**src/rtl/dsp48_pkg.sv**
```systemverilog
// Shared definitions for the DSP48-style operand path blocks.
// Holds the width helper, reset-type tags and default operand width.
package dsp48_pkg;

    localparam string RST_SYNC  = "SYNC";
    localparam string RST_ASYNC = "ASYNC";

    localparam int OPERAND_W = 18;

    // Number of bits needed to encode values 0..n-1.
    function automatic int clog2(input int n);
        int r;
        r = 0;
        for (int v = n - 1; v > 0; v = v >> 1) begin
            r = r + 1;
        end
        return r;
    endfunction

endpackage

```
**src/rtl/reg_pipe_chain_if.sv**
```systemverilog
// Operand-path bundle for the latency-balancing delay line.
// master drives sample/control, slave returns the delayed sample.
interface reg_pipe_chain_if
    import dsp48_pkg::*;
#(
    parameter int reg_SIZE = OPERAND_W,
    parameter int DEPTH    = 4
);
    localparam int LAT_W = clog2(DEPTH + 1);

    logic                CE;
    logic [reg_SIZE-1:0] IN;
    logic                IN_VLD;
    logic                FLUSH;
    logic [LAT_W-1:0]    LAT;
    logic                LAT_LD;
    logic [reg_SIZE-1:0] out;
    logic                OUT_VLD;
    logic                LAT_ERR;

    modport master (
        output CE, IN, IN_VLD, FLUSH, LAT, LAT_LD,
        input  out, OUT_VLD, LAT_ERR
    );

    modport slave (
        input  CE, IN, IN_VLD, FLUSH, LAT, LAT_LD,
        output out, OUT_VLD, LAT_ERR
    );

endinterface

```
**src/rtl/reg_pipe_chain_pipe_stage.sv**
```systemverilog
// One data+valid register of the delay line.
// Data follows the enable; the valid bit can also be cleared on its own.
module pipe_stage #(
    parameter int W = 18
) (
    input  logic         clk,
    input  logic         rst,
    input  logic         ce,
    input  logic         clr,
    input  logic [W-1:0] d_in,
    input  logic         v_in,
    output logic [W-1:0] d,
    output logic         v
);

    // Data shifts on enable only; clear wins over shift for the valid bit.
    always_ff @(posedge clk) begin
        if (rst) begin
            d <= '0;
            v <= 1'b0;
        end else begin
            if (ce) begin
                d <= d_in;
            end
            if (clr) begin
                v <= 1'b0;
            end else if (ce) begin
                v <= v_in;
            end
        end
    end

endmodule

```
**src/rtl/reg_pipe_chain.sv**
```systemverilog
// Data+valid delay line with runtime latency 0..DEPTH.
// Latency changes drop in-flight valids so no sample is duplicated.
module reg_pipe_chain
    import dsp48_pkg::*;
#(
    parameter int reg_SIZE = OPERAND_W,
    parameter int DEPTH    = 4,
    parameter int LAT_RST  = 1
) (
    input  logic              clk,
    input  logic              rst,
    reg_pipe_chain_if.slave   bus
);

    localparam int LAT_W = clog2(DEPTH + 1);

    logic [reg_SIZE-1:0] sd [DEPTH];
    logic [reg_SIZE-1:0] din [DEPTH];
    logic [DEPTH-1:0]    sv;
    logic [DEPTH-1:0]    vin;

    logic [LAT_W-1:0]    lat_q;
    logic                err_q;
    logic [LAT_W-1:0]    lat_sat;
    logic                lat_big;
    logic                reload_flush;
    logic                clr;

    logic [reg_SIZE-1:0] out_mux;
    logic                vld_mux;

    assign lat_big      = bus.LAT > LAT_W'(DEPTH);
    assign lat_sat      = lat_big ? LAT_W'(DEPTH) : bus.LAT;
    assign reload_flush = bus.LAT_LD && (lat_sat != lat_q);
    assign clr          = bus.FLUSH | reload_flush;

    for (genvar k = 0; k < DEPTH; k++) begin : g_stage
        if (k == 0) begin : g_head
            assign din[k] = bus.IN;
            assign vin[k] = bus.IN_VLD;
        end else begin : g_tail
            assign din[k] = sd[k-1];
            assign vin[k] = sv[k-1];
        end

        pipe_stage #(
            .W (reg_SIZE)
        ) u_stage (
            .clk  (clk),
            .rst  (rst),
            .ce   (bus.CE),
            .clr  (clr),
            .d_in (din[k]),
            .v_in (vin[k]),
            .d    (sd[k]),
            .v    (sv[k])
        );
    end

    // Latency register (saturating) and sticky out-of-range flag.
    always_ff @(posedge clk) begin
        if (rst) begin
            lat_q <= LAT_W'(LAT_RST);
            err_q <= 1'b0;
        end else if (bus.LAT_LD) begin
            lat_q <= lat_sat;
            if (lat_big) begin
                err_q <= 1'b1;
            end
        end
    end

    // Tap select: latency 0 bypasses the registers entirely.
    always_comb begin
        out_mux = bus.IN;
        vld_mux = bus.IN_VLD;
        for (int k = 0; k < DEPTH; k++) begin
            if (lat_q == LAT_W'(k + 1)) begin
                out_mux = sd[k];
                vld_mux = sv[k];
            end
        end
    end

    assign bus.out     = out_mux;
    assign bus.OUT_VLD = vld_mux;
    assign bus.LAT_ERR = err_q;

endmodule

```
**src/flat_wrapper.sv**
```systemverilog
// flat-port wrapper written by rule: the top's interface ports become plain ports
module reg_pipe_chain_flat import dsp48_pkg::*;
#(
    parameter int reg_SIZE = OPERAND_W,
    parameter int DEPTH    = 4,
    parameter int LAT_RST  = 1
)
  (clk, rst, bus_CE, bus_IN, bus_IN_VLD, bus_FLUSH, bus_LAT, bus_LAT_LD, bus_out, bus_OUT_VLD, bus_LAT_ERR);
  reg_pipe_chain_if #(.reg_SIZE(reg_SIZE), .DEPTH(DEPTH)) bus_i ();
  input  logic clk;
  input  logic rst;
  input wire logic [$bits(bus_i.CE)-1:0] bus_CE;
  input wire logic [$bits(bus_i.IN)-1:0] bus_IN;
  input wire logic [$bits(bus_i.IN_VLD)-1:0] bus_IN_VLD;
  input wire logic [$bits(bus_i.FLUSH)-1:0] bus_FLUSH;
  input wire logic [$bits(bus_i.LAT)-1:0] bus_LAT;
  input wire logic [$bits(bus_i.LAT_LD)-1:0] bus_LAT_LD;
  output wire logic [$bits(bus_i.out)-1:0] bus_out;
  output wire logic [$bits(bus_i.OUT_VLD)-1:0] bus_OUT_VLD;
  output wire logic [$bits(bus_i.LAT_ERR)-1:0] bus_LAT_ERR;
  assign bus_i.CE = bus_CE;
  assign bus_i.IN = bus_IN;
  assign bus_i.IN_VLD = bus_IN_VLD;
  assign bus_i.FLUSH = bus_FLUSH;
  assign bus_i.LAT = bus_LAT;
  assign bus_i.LAT_LD = bus_LAT_LD;
  assign bus_out = bus_i.out;
  assign bus_OUT_VLD = bus_i.OUT_VLD;
  assign bus_LAT_ERR = bus_i.LAT_ERR;
  reg_pipe_chain #(.reg_SIZE(reg_SIZE), .DEPTH(DEPTH), .LAT_RST(LAT_RST)) u_core (.clk(clk), .rst(rst), .bus(bus_i));
endmodule
```
**config.mk**
```make
export PLATFORM = sky130hd
export DESIGN_NAME = reg_pipe_chain_flat
export DESIGN_NICKNAME = d
export VERILOG_FILES = /design/src/rtl/dsp48_pkg.sv /design/src/rtl/reg_pipe_chain_if.sv /design/src/rtl/reg_pipe_chain_pipe_stage.sv /design/src/rtl/reg_pipe_chain.sv /design/src/flat_wrapper.sv
export SDC_FILE = /design/constraint.sdc
export NUM_CORES = 1
export LEC_CHECK = 0
export ABC_CLOCK_PERIOD_IN_PS = 1920
export CORE_ASPECT_RATIO = 1.1
export CORE_MARGIN = 8
export CORE_UTILIZATION = 56
export CTS_CLUSTER_SIZE = 28
export DETAILED_ROUTE_END_ITERATION = 16
export HOLD_SLACK_MARGIN = 0.1
export PLACE_DENSITY = 0.91
export SLEW_MARGIN = 20
export SYNTH_ARGS = -nofsm -noshare
export SYNTH_HDL_FRONTEND = slang
export SYNTH_SLANG_ARGS = --single-unit
```
**constraint.sdc**
```tcl
create_clock -name clk -period 1.92 [get_ports clk]
set_clock_uncertainty 0.05 [all_clocks]
set_input_delay 0.192 -clock clk [delete_from_list [all_inputs] [get_ports clk]]
set_output_delay 0.192 -clock clk [all_outputs]
set_load 0.005 [all_outputs]
```
==> results.ini <==
[power]
combPwrFrac_pct = 19.7
share_clk_of_total_power_pct = 33.1
switching_share_pct = 27.1
ir_drop_uv = 460
p_int_w = 0.00271
seqPwrFrac_pct = 47.2
p_sw_w = 0.00101
power_density_mw_per_mm2 = 737
total_leakage_power_nw = 2.14
p_total_w = 0.00372

[layout]
area.sequential_mm2 = 0.00161
num-fill-cells = 451
nets = 517
fin_cells = 579
area_growth_pct = 29.3
multi_input_comb_area_mm2 = 0.00217
antenna-diode-count = 0
drive_above_1_share_pct = 22.5

[floorplanning]
initial_util_pct = 56.7
floorplan.core_area_mm2 = 0.00689
std_cell_rows = 32
design.die.area_mm2 = 0.00990
chipHeight_um = 104
num_io_pins = 47
chipWidth_um = 95.6

[timing]
rsz0062_at_grt = true
worst_slew_pin_slew_ps = 459
relSlewSlack_pct = 69.4
hold_viol = 0
finalCriticalPeriod_ps = 2090
period_share_pct = 109
setup_violations = 19
max_freq_mhz = 479
final_max_slew_viols = 0
timing.final.ws_setup_ps = -168

[job]
drv_cap = 0

[clock_tree]
cts-root-to-sink-buffers = 2
cts_num_sinks = 80
ctsHoldBuffers = 0
cts.reportedPaths.clkPinSlew_ps = 80
cts_root_buf = sky130_fd_sc_hd__clkbuf_8
worst_skew_late_latency_ps = 360
numCtsBuffers = 9
htree_num_levels = 3
cts_tree = built

[synthesis]
synth.lib_cells_used.distinct = 29
syn_area_mm2 = 0.00390
syn_nets = 452
syn-mean-instance-area_um2 = 9.18
ys_warn_count = 0
area_share_of_the_leading_cell_type_in_the_synthesized_netlist_pct = 41.0
synth_seq_cells = 80
synthDominantAreaCellType = sky130_fd_sc_hd__dfxtp_1
synth_top_cells_by_area = sky130_fd_sc_hd__dfxtp_1 41%, sky130_fd_sc_hd__mux2i_1 24%, sky130_fd_sc_hd__nor2_1 7.2%
synthesis.instances = 425
seq_area_frac_synth_pct = 41.0

[hold_path]
min-delay-path-class = input port to flip-flop

[drt]
antenna_violating_nets_post_route = 0
dr.first_iter.drc_count = 316
routedWlPerCell_um = 20.7
drt_pre_antenna_iters = 6
remaining_drc_errors = 0
viasPerCell = 6.34
routed-via-count = 3668
routed_wirelength_um = 12000

[grt]
grt_overflow = 0
first_global_vias = 3788
pin_count_of_the_biggest_net_entering_global_routing = 81
antenna_found_initial = 0
global_route.usage.total_pct = 22.9
grt_first_pass_wirelength_um = 18300

[setup_path]
slowest_delay_ps = 410
critical_path_arrival_ps = 1850
worstPathRequired_ps = 1680
timing.critical_path.to_type = output pin
worst_path_max_delay_cell = sky130_fd_sc_hd__dfxtp_4
critical_path.startpoint_type = flip-flop
worst-path-max-fanout = 7
critPathKind = flip-flop to output pin
timing.critical_path.cells = buf_12 > buf_4 > nor3_1 > o21ai_1 > a32o_1 > buf_2

[status]
violations = setup timing
status = finished, violations left

[placed_design]
gpl.final_weighted_congestion = 0.784
hpwl_um = 5980
place.detailed.instances = 536
pre_cts_slack_ps = -81.6
buffer_ports.inserted = 46

[cell usage in the layout (no fill, tap or decap), drive strengths merged, types with 2 or more instances in the layout]
master and instances:
clkdlybuf4s50 25, buf 66, xnor2 2, nor3b 3, o31ai 2, a32o 17
inv 2, nand2 21, mux2i 94, dfxtp 80, nor4 4, nor3 19
nor2 75, nand2b 2, mux2 2, a21oi 4, or3 17, o21ai 35
clkbuf 14
[final timing paths]
check | from | cells after the start | endpoint | slack, ps
setup / recovery | u_core.lat_q[1] | 6 | bus_out[15] | -170
hold / removal | bus_CE | 3 | u_core.g_stage[2].u_stage.d[8] | 220
setup reg to reg | u_core.lat_q[0] | 5 | u_core.g_stage[1].u_stage.v | 220
hold reg to reg | u_core.bus.LAT_ERR | 2 | u_core.bus.LAT_ERR | 410
[sequential cells by signal (all words and copies together) (netlist names)]
name and cells:
u_core.bus.LAT_ERR 1, u_core.g_stage.u_stage.d 72, u_core.g_stage.u_stage.v 4, u_core.lat_q 3
[synth_stat cells, drive strengths merged]
cell	number
nor4bb	1
buf	21
o31ai	2
or3b	1
nand2	21
dfxtp	80
nor3	19
nor2b	1
o21ba	1
clkbuf	18
inv	2
a311oi	1
a21oi	4
a2bb2oi	1
nor4	4
xnor2	2
nand2b	2
nor2	75
mux2	2
nor3b	3
o21ai	35
a32o	17
mux2i	94
o211ai	1
or3	17
[critical path: cells and delay by family (launching register included)]
kind,cells,cell delay (ps)
compound gates,2,400
buf+inv,3,420
simple gates,1,250
flops,1,410
[cells by family (layout without fill, tap and decap cells)]
kind of cell	Yosys count	in the layout	share of synthesized area, %
buf+inv	41	110	5.96
simple gates	144	144	17.1
xor+xnor	2	2	0.449
flops	80	80	41.0
compound gates	62	62	10.8
mux	96	96	24.7
[metrics by stage]
step | hold slack [ps] | cell area (µm²) | TNS, ps | utilization (%)
floorplan | 221 | 3900 | 0 | -
CTS | 225 | 5000 | -1050 | 72.6
global placement | 385 | 4460 | 0 | 64.7
finish | 222 | 5040 | -1810 | 73.3
global route | 243 | 5040 | -2490 | 73.3
detailed placement | 400 | 4460 | -241 | 64.7
[final cells by class]
cell class                 count  share of cell area (%)
clock buffer                  12                    2.88
timing repair buffer          93                    19.1
sequential                    80                    32.0
clock inverter                 3                   0.843
inverter                       2                   0.149
tap                           85                    2.11
multi-input combinational    304                    43.0
[layer usage]
layer  wire length, µm  GRT usage (%)  part of all wire (%)  vias up
met5                 0              0                     0        -
met4               603           14.1                   5.0        0
met3               793           4.77                   6.6       71
met2              6040           39.2                    50      203
met1              4560           24.8                    38     1761
li1                  -              -                     -     1633
[timing repair]
action / in CTS / in global routing
gates resized for setup: 129 / 20
buffers inserted: 20 / 4
pin swaps: 24 / 21
gates cloned: 6 / 1
endpoints found under the setup margin: 19 / 19
hold endpoints to repair: 0 / 0
[power groups by stage]
stage / Sequential [W] / Combinational [W] / Clock (W)
after global routing: 0.00176 / 0.000774 / 0.00129
after detailed placement: 0.00179 / 0.000638 / 0
after global placement: 0.00178 / 0.000623 / 0
after CTS: 0.00175 / 0.000680 / 0.00121
after floorplan: 0.00177 / 0.000377 / 0
final: 0.00176 / 0.000731 / 0.00123
Power figures use the tool's default switching activity.
==> variant (same settings) <==
Reset style: asynchronous (`rst`), changed in 2 clocked blocks.
--- a/src/rtl/reg_pipe_chain_pipe_stage.sv
+++ b/src/rtl/reg_pipe_chain_pipe_stage.sv
@@ -15,5 +15,5 @@
 
     // Data shifts on enable only; clear wins over shift for the valid bit.
-    always_ff @(posedge clk) begin
+    always_ff @(posedge clk or posedge rst) begin
         if (rst) begin
             d <= '0;
--- a/src/rtl/reg_pipe_chain.sv
+++ b/src/rtl/reg_pipe_chain.sv
@@ -59,5 +59,5 @@
 
     // Latency register (saturating) and sticky out-of-range flag.
-    always_ff @(posedge clk) begin
+    always_ff @(posedge clk or posedge rst) begin
         if (rst) begin
             lat_q <= LAT_W'(LAT_RST);
Formal check against the unedited RTL: differs if rst is asserted again (counterexample within 4 cycles, from zero or initial values and one cycle with rst high); with rst held inactive, the same outputs for 10 cycles.
==> variant against the original RTL <==
Area after synthesis down 0.93%. Critical endpoint unchanged. Maximum frequency down 1.3%. Setup slack worse by 0.027 ns. Routed wire length down 9.0%. Total power up 22%. Largest cell class is now flip-flops and latches. First-iteration DRC count down 24%. Global-route usage down 0.93 points. The flow still finishes with violations (negative setup slack). Count of clock-buffer cells in the layout unchanged. Critical path type unchanged. Sequential cell count unchanged. Critical path depth up 1. Cell area up 0.25%.
==> variant: results (changes against the original RTL) <==
Pre-antenna DRT Iters = 4 (-2)
switching pwr = 0.00140 W (+39%)
worst flop-to-flop path endpoint = u_core.g_stage[3].u_stage.v$_DFFE_PP0P_
met1 Usage GRT = 26.1% (+1.3 points)
largest net degree at the start of global routing = 42 (-48%)
crit path DAT = 1.87 ns (+0.02 ns)
DR WL/cell = 23.8 um (+15%)
DR WL met2 = 5580 um (-7.5%)
leak pwr = 2.07 nW (-3.0%)
Worst Tran Pin Value = 0.473 ns (+0.0134 ns)
Hold Slack = 0.145 ns (-0.0770 ns)
GRT Total Usage = 22.0% (-0.93 points)
wl on met1 = 4090 um (-10%)
reg2reg start = u_core.lat_q[0]$_DFFE_PP1P_
Synth area leaders = dfrtp_1 51%, mux2_2 26%, o32ai_1 3.9%
Crit Path Max Fanout = 12 (+5)
setup ws final = -0.196 ns (-0.0275 ns)
grt met2 use = 36.3% (-2.8 points)
FF-to-FF path depth = 6 (+1)
Clock Latency Late Sink = 0.36 ns (about the same)
Detailed Route Iter0 Violations = 240 (-24%)
fraction of layout cells with a size suffix above 1 = 53.6% (+31 points)
final net count = 399 (-23%)
status = complete, but fails checks
vias in the first global route = 3017 (-20%)
Post-DP Area = 4580 um^2 (+2.9%)
final setup fails = 19 (unchanged)
Detailed Place HPWL = 5740 um (-4.1%)
Post-synth top cells = 89 x mux2_2, 79 x dfrtp_1, 21 x nand2_1, 17 x o32ai_1, 12 x buf_2
violated checks = negative setup slack
area of the multi-input gates = 1900 um^2 (-13%)
met3 usage = 4.59% (-0.18 points)
total number of vias = 2885 (-21%)
gpl congestion = 0.747 (-4.7%)
CP startpoint = u_core.lat_q[1]$_DFFE_PP0P_
sequential area share after synthesis = 51.8% (+11 points)
seq pwr = 0.00219 W (+24%)
Clk network pwr share = 25.4% (-7.7 points)
setup TNS = -2.55 ns (-0.736 ns)
post-synthesis async set-or-reset flop share = 100% (+100 points)
VDD IR max = 0.528 mV (+15%)
first-pass GRT wire length = 16400 um (-10%)
fillers = 384 (-15%)
-- variant: cell types whose count changed after synthesis, sizes merged, moves of 17 or more --
cell / before / now
nor2: 75 / 2
or3: 17 / 0
dfrtp: 0 / 79
dfxtp: 80 / 0
a32o: 17 / 0
mux2i: 94 / 6
a21oi: 4 / 21
mux2: 2 / 89
nor3: 19 / 1
o32ai: 0 / 17
-- variant: per-stage QoR --
stage          power, W  std cells
2_1_floorplan   0.00273        300
3_3_place_gp    0.00315        429
3_5_place_dp    0.00320        429
4_1_cts         0.00435        454
5_1_grt         0.00472        459
6_report        0.00453        459
-- variant: cells by family after synthesis --
family	Yosys count	synth area share [%]
DFF	80	51.8
xor gates and xnor gates	2	0.453
muxes	97	28.7
buffers and inverters	27	3.92
and+or+nand+nor	31	4.01
AOI/OAI and AO/OA	63	11.1
-- variant: area by class of cell --
class                           instances  area share [%]
Sequential cell                        80            39.7
Clock buffer                           12            2.87
Tap cell                               82            2.03
Clock inverter                          4           0.569
Inverter                                4           0.371
Timing Repair Buffer                   84            17.0
Multi-Input combinational cell        193            37.5
-- variant: what timing repair did --
| item | CTS | global route |
|---|---|---|
| setup endpoints to repair | 19 | 19 |
| gates resized for setup | 118 | 17 |
| gates cloned | 1 | 0 |
| buffers inserted | 9 | 5 |
| pin swaps | 21 | 9 |
-- variant: worst max path at each step --
stage	to	slack (ns)
floorplan	bus_out[10]	0.33
global placement	bus_out[3]	-0.18
detailed placement	bus_out[13]	-0.20
CTS	bus_OUT_VLD	-0.13
global route	bus_out[15]	-0.25
finish	bus_out[15]	-0.20
-- variant: critical path, stage by stage, from the launching register on --
cell     delay [ns]
dfrtp_2        0.47
buf_8          0.18
nor3b_4        0.23
buf_12         0.16
buf_12         0.11
nand2_1        0.08
o21ai_1        0.13
buf_2          0.15
